==> config.mk <==
export PLATFORM = sky130hd
export DESIGN_NAME = decode_stage
export DESIGN_NICKNAME = d
export VERILOG_FILES = /design/src/rtl/decode_pkg.sv /design/src/rtl/onehot_dec.sv /design/src/rtl/decode_stage.sv
export SDC_FILE = /design/constraint.sdc
export NUM_CORES = 1
export LEC_CHECK = 0
export CORE_MARGIN = 2
export CORE_UTILIZATION = 30
export DETAILED_ROUTE_END_ITERATION = 10
export DONT_BUFFER_PORTS = 1
export MAX_ROUTING_LAYER = met4
export PLACE_DENSITY = 0.55
export SYNTH_ARGS = -nofsm -noshare
export SYNTH_HDL_FRONTEND = slang
export SYNTH_SLANG_ARGS = --single-unit
==> constraint.sdc <==
create_clock -name clk -period 4.4 [get_ports clk]
set_input_delay 0.22 -clock clk [delete_from_list [all_inputs] [get_ports clk]]
set_output_delay 0.22 -clock clk [all_outputs]
set_load 0.02 [all_outputs]
==> src/rtl/decode_pkg.sv <==
`default_nettype none
// ============================================================================
// Module   : decode_pkg
// Brief    : Instruction field layout, opcode map and ALU control encodings
//            shared by the decode stage feeding regalu.
// Revision : 1.0
// ============================================================================
package decode_pkg;

    localparam int c_NREG  = 32;
    localparam int c_REG_W = 5;
    localparam int c_OP_W  = 6;

    localparam int c_OP_LSB = 26;
    localparam int c_RS_LSB = 21;
    localparam int c_RT_LSB = 16;
    localparam int c_RD_LSB = 11;

    localparam logic [c_OP_W-1:0] c_OP_XOR  = 6'h00;
    localparam logic [c_OP_W-1:0] c_OP_XNOR = 6'h01;
    localparam logic [c_OP_W-1:0] c_OP_ADD  = 6'h02;
    localparam logic [c_OP_W-1:0] c_OP_SUB  = 6'h03;
    localparam logic [c_OP_W-1:0] c_OP_OR   = 6'h04;
    localparam logic [c_OP_W-1:0] c_OP_NOR  = 6'h05;
    localparam logic [c_OP_W-1:0] c_OP_AND  = 6'h06;

    localparam logic [2:0] c_S_XOR  = 3'b000;
    localparam logic [2:0] c_S_XNOR = 3'b001;
    localparam logic [2:0] c_S_ADD  = 3'b010;
    localparam logic [2:0] c_S_SUB  = 3'b011;
    localparam logic [2:0] c_S_OR   = 3'b100;
    localparam logic [2:0] c_S_NOR  = 3'b101;
    localparam logic [2:0] c_S_AND  = 3'b110;

    // R0 select driven by bubbles and reset
    localparam logic [c_NREG-1:0] c_SEL_BUBBLE = 32'h1;

    typedef struct packed {
        logic [2:0] s;
        logic       cin;
        logic       wr;
    } alu_ctl_t;

    function automatic alu_ctl_t decode_op(input logic [c_OP_W-1:0] op);
        alu_ctl_t ctl;
        ctl = '{s: c_S_XOR, cin: 1'b0, wr: 1'b0};
        case (op)
            c_OP_XOR:  ctl = '{s: c_S_XOR,  cin: 1'b0, wr: 1'b1};
            c_OP_XNOR: ctl = '{s: c_S_XNOR, cin: 1'b0, wr: 1'b1};
            c_OP_ADD:  ctl = '{s: c_S_ADD,  cin: 1'b0, wr: 1'b1};
            c_OP_SUB:  ctl = '{s: c_S_SUB,  cin: 1'b1, wr: 1'b1};
            c_OP_OR:   ctl = '{s: c_S_OR,   cin: 1'b0, wr: 1'b1};
            c_OP_NOR:  ctl = '{s: c_S_NOR,  cin: 1'b0, wr: 1'b1};
            c_OP_AND:  ctl = '{s: c_S_AND,  cin: 1'b0, wr: 1'b1};
            default:   ctl = '{s: c_S_XOR,  cin: 1'b0, wr: 1'b0};
        endcase
        return ctl;
    endfunction

endpackage
`default_nettype wire

==> src/rtl/onehot_dec.sv <==
`default_nettype none
// ============================================================================
// Module   : onehot_dec
// Brief    : Register index to one-hot register select.
// Revision : 1.0
// ============================================================================
module onehot_dec
    import decode_pkg::*;
#(
    parameter int NREG = c_NREG
) (
    input  logic [c_REG_W-1:0] i_idx,
    output logic [NREG-1:0]    o_onehot
);

    for (genvar k = 0; k < NREG; k++) begin : g_bit
        assign o_onehot[k] = (i_idx == c_REG_W'(k));
    end

endmodule
`default_nettype wire

==> src/rtl/decode_stage.sv <==
`default_nettype none
// ============================================================================
// Module   : decode_stage
// Brief    : Decode/issue stage for regalu: one-hot operand selects, ALU
//            control, delayed write-back select and a one-bubble RAW interlock.
// Revision : 1.0
// ============================================================================
module decode_stage
    import decode_pkg::*;
#(
    parameter int NREG = c_NREG
) (
    input  logic            clk,
    input  logic            reset_n,
    input  logic [31:0]     ibus,
    input  logic            ivalid,
    output logic            iready,
    output logic [NREG-1:0] Aselect,
    output logic [NREG-1:0] Bselect,
    output logic [NREG-1:0] Dselect,
    output logic [2:0]      S,
    output logic            Cin
);

    logic [c_OP_W-1:0]  w_op;
    logic [c_REG_W-1:0] w_rs;
    logic [c_REG_W-1:0] w_rt;
    logic [c_REG_W-1:0] w_rd;
    alu_ctl_t           w_ctl;
    logic [NREG-1:0]    w_rs_oh;
    logic [NREG-1:0]    w_rt_oh;
    logic [NREG-1:0]    w_erd_oh;
    logic               w_hazard;
    logic               w_xfer;
    logic               w_unused_bits;

    // E stage
    logic [NREG-1:0]    r_asel;
    logic [NREG-1:0]    r_bsel;
    logic [2:0]         r_s;
    logic               r_cin;
    logic               r_e_wv;
    logic [c_REG_W-1:0] r_e_rd;
    // W stage
    logic [NREG-1:0]    r_dsel;

    assign w_op  = ibus[c_OP_LSB +: c_OP_W];
    assign w_rs  = ibus[c_RS_LSB +: c_REG_W];
    assign w_rt  = ibus[c_RT_LSB +: c_REG_W];
    assign w_rd  = ibus[c_RD_LSB +: c_REG_W];
    assign w_ctl = decode_op(w_op);
    assign w_unused_bits = &{1'b0, ibus[c_RD_LSB-1:0]};

    onehot_dec #(.NREG(NREG)) u_rs_dec (.i_idx(w_rs),   .o_onehot(w_rs_oh));
    onehot_dec #(.NREG(NREG)) u_rt_dec (.i_idx(w_rt),   .o_onehot(w_rt_oh));
    onehot_dec #(.NREG(NREG)) u_rd_dec (.i_idx(r_e_rd), .o_onehot(w_erd_oh));

    // regalu has no forwarding: hold a reader of the in-flight destination
    // for one cycle, by which time that write has reached the W stage.
    assign w_hazard = ivalid && r_e_wv && (r_e_rd != '0)
                      && ((w_rs == r_e_rd) || (w_rt == r_e_rd));
    assign iready   = !w_hazard;
    assign w_xfer   = ivalid && iready;

    always_ff @(posedge clk) begin
        if (!reset_n) begin
            r_asel <= NREG'(c_SEL_BUBBLE);
            r_bsel <= NREG'(c_SEL_BUBBLE);
            r_s    <= c_S_XOR;
            r_cin  <= 1'b0;
            r_e_wv <= 1'b0;
            r_e_rd <= '0;
            r_dsel <= '0;
        end else begin
            r_dsel <= r_e_wv ? w_erd_oh : '0;
            if (w_xfer) begin
                r_asel <= w_rs_oh;
                r_bsel <= w_rt_oh;
                r_s    <= w_ctl.s;
                r_cin  <= w_ctl.cin;
                r_e_wv <= w_ctl.wr && (w_rd != '0);
                r_e_rd <= w_rd;
            end else begin
                r_asel <= NREG'(c_SEL_BUBBLE);
                r_bsel <= NREG'(c_SEL_BUBBLE);
                r_s    <= c_S_XOR;
                r_cin  <= 1'b0;
                r_e_wv <= 1'b0;
                r_e_rd <= '0;
            end
        end
    end

    assign Aselect = r_asel;
    assign Bselect = r_bsel;
    assign S       = r_s;
    assign Cin     = r_cin;
    assign Dselect = r_dsel;

endmodule
`default_nettype wire

==> impl_results.md <==
- Sequential fraction of the synthesis area: 64.4%
- Most common cell after layout, fill and taps aside: sky130_fd_sc_hd__dfxtp_1
- Post-synthesis adder-cell area fraction: 0%
- Clock tree from TritonCTS: built
- Placed instance count: 426
- Kind of capture point of the worst setup path: primary output
- RR Endpoint: Cin
- Minimum setup slack among reg-to-reg paths: 1.78 ns
- Commonest cells after routing, fill and taps aside: sky130_fd_sc_hd__dfxtp_1 (106), sky130_fd_sc_hd__nor2_1 (34), sky130_fd_sc_hd__nor3_1 (30)
- Maximum vdd drop: 0.158 mV
- Yosys reg bits: 106
- Total of warnings raised by yosys: 0
- Number of different library cells in the post-synthesis netlist: 28
- Final period utilization: 61.9%
- Chip Width: 109 um
- Relative max-transition margin: 48.2%
- First-pass DRT Iterations: 5
- Deepest level of the CTS H-tree: 3
- Gate count of the mapped netlist: 312
- Syn Area/Cell: 10.6 sq um
- Post-synthesis net count: 347
- Crit path max fanout: 41
- Basic-gate share of the synthesized area counting and, or, nand and nor cells: 27.3%
- Required time of the worst setup path: 4.18 ns
- Depth of the worst hold-timing path: 1
- Count of final hold-check violations: 0
- Origin of the worst min-delay path: ibus[22]
- Count of fill cells added during filler insertion: 1086
- Share of final-layout standard cells stronger than drive strength 1: 7.28%
- Latest clock arrival within the worst-skew pair: 0.36 ns
- Worst Clk Skew: 0.00669 ns
- Post-DRT Antenna Nets: 0
- Vias in the first global route: 2263
- Arrival @ worst endpoint: 2.50 ns
- Critical path class: reg2out
- Buffers from clock root to sink, at most: 2
- Commonest register cell after synthesis: sky130_fd_sc_hd__dfxtp_1
- CP Launch Type: flop
- DRC marker count from the first detailed-route iteration: 118
- Synth-to-Final Area Change: 11.8%
- First-pass GRT wire length: 12500 um
- Maximum number of pins on one net before global-route repair: 42
- Antenna violations before repair: 0
- Root buffer selected by CTS: sky130_fd_sc_hd__clkbuf_8
- Dominant combinational cell family by area after synthesis: simple AND/OR/NAND/NOR gates
- Average wire per standard cell: 17.9 um
- Starting density of the core: 30.5%
- Post-synth ARST share: 0%
- Number of cell instances on the worst register-to-register path: 5
- Number of buffers added by the clock tree synthesis step: 9
- Clock period minus final worst setup slack: 2.72 ns
- Worst reg2reg path startpoint: r_e_rd[0]
- Clock Pin Slew Worst Setup and Hold Paths: 0.10 ns
- Clock tree sinks: 106
- RePlAce Congestion: 0.659
- Final Instance Count excl. Fillers: 456
- Hold Path End: Aselect[0]
- Via/cell ratio: 4.89
- Number of vias in the routed layout: 2232
- EDFF count, synth: 0
- Number of nets in the layout: 346
- Chip Height: 109 um
- DR DRC count: 0
- Fin. max-slew vios: 0
- Worst-margin pin slew: 0.777 ns
- Xor and xnor area share after synthesis: 2.66%
- Achievable clock frequency: 367 MHz
- Wirelength, routed: 8170 um
- Post-CTS setup repair buffer count: 0
- Count of pins on the block boundary: 136
- Num rows: 38
- Pwr per Cell Area: 449 nW/um^2
- Final setup violation count: 0
- Post-detailed-placement half-perimeter wirelength: 5360 um
- Total Negative Setup Slacks: 0 ns
- Outcome: completed
- Hold Crit Class: in2reg
- Unrepaired setup endpoints after global routing: no
- Max cap viols: 0
- Compound-Gate Fraction of Synth Area: 1.25%
- Grt ovf: 0
- Port Buf Inserts: 0
- Multiplexer share of the synthesized area: 0%
- Synth Cell Area: 3300 sq um
- Core box area: 10800 sq um
- Final worst hold slack: 0.0254 ns
- Overall fraction of global-route tracks in use: 14.7%
- Leak: 1.23 nW
- Resized Gates After CTS: 0
- Die area: 11800 sq um
- ANT cells: 0
## worst max-delay path, cell delays in order (launching register included)
cell	delay (ns)
sky130_fd_sc_hd__dfxtp_1	0.54
sky130_fd_sc_hd__xnor2_1	0.16
sky130_fd_sc_hd__nand3_1	0.09
sky130_fd_sc_hd__o22ai_1	0.19
sky130_fd_sc_hd__o2111a_2	0.75
sky130_fd_sc_hd__inv_1	0.41
## timing repair
action	in CTS	in global routing
endpoints found under the hold margin	39	3
endpoints found under the setup margin	0	0
hold buffers	13	1
## how the worst max path moves through the flow
stage	startpoint	to	slack, ns	depth (start not counted)
after global placement	r_e_rd[2]	r_e_rd[4]	1.86	6
final	r_e_rd[2]	iready	1.68	5
after floorplan	r_e_rd[0]	Aselect[0]	2.54	6
after global routing	r_e_rd[2]	iready	1.46	5
after detailed placement	r_e_rd[2]	r_e_rd[2]	1.85	6
after CTS	r_e_rd[2]	iready	1.60	5
## registers in the layout (all words and copies together) (netlist names)
register,count
r_e_wv,1
Aselect,32
r_e_rd,5
Cin,1
S,3
Bselect,32
Dselect,32
## synthesized netlist by cell type, drive strengths merged, types with 2 or more instances
| master | n | share of area [%] |
|---|---|---|
| dfxtp | 106 | 64 |
| xnor2 | 10 | 2.7 |
| nor2b | 3 | 0.57 |
| nor4b | 16 | 4.3 |
| nand2b | 2 | 0.38 |
| nor3 | 31 | 4.9 |
| buf | 9 | 2.2 |
| clkbuf | 18 | 2.1 |
| or3b | 4 | 1.1 |
| nand3 | 8 | 1.2 |
| or3 | 6 | 1.1 |
| and3 | 6 | 1.1 |
| nand2 | 21 | 2.4 |
| nand3b | 8 | 1.8 |
| nor2 | 34 | 3.9 |
| o311ai | 2 | 0.53 |
| nor4 | 21 | 4.0 |
## area by class of cell
| cell class | instances | area, sq um | area share (%) |
|---|---|---|---|
| Inverter | 1 | 3.75 | 0.102 |
| Tap cell | 140 | 175 | 4.75 |
| Sequential cell | 106 | 2120 | 57.6 |
| Timing Repair Buffer | 15 | 148 | 4.01 |
| Multi-Input combinational cell | 178 | 1030 | 27.9 |
| Clock buffer | 9 | 124 | 3.36 |
| Clock inverter | 7 | 85.1 | 2.31 |
## stage by stage
stage | worst slack, ns | utilization, % | instance area, sq um | total power (W)
detailed placement | 1.85 | 30.9 | 3340 | 0.00105
global route | 1.46 | 34.2 | 3690 | 0.00173
CTS | 1.60 | 34.1 | 3680 | 0.00168
finish | 1.68 | 34.2 | 3690 | 0.00166
global placement | 1.86 | 30.9 | 3340 | 0.00105
floorplan | 2.54 | - | 3300 | 0.00105
## cell families (layout without fill, tap and decap cells)
logic type,after synthesis,after routing
xor+xnor,10,10
compound gates,5,5
flops,106,106
simple gates,163,163
buf+inv,28,32
## report_power, final
| part | switching [W] | internal (W) |
|---|---|---|
| Sequential | 0.0000123 | 0.000965 |
| Clock | 0.000342 | 0.000274 |
| Combinational | 0.0000337 | 0.0000271 |
| Total | 0.000388 | 0.00127 |
## metal layers
layer  track usage [%]  routed length [um]  vias up
met5                 -                   0        -
met4              5.49                  82        0
met3              5.26                 566        6
met2              22.9                3890       86
met1              17.5                3630     1061
li1                  -                   -     1079
Power figures use the tool's default switching activity.
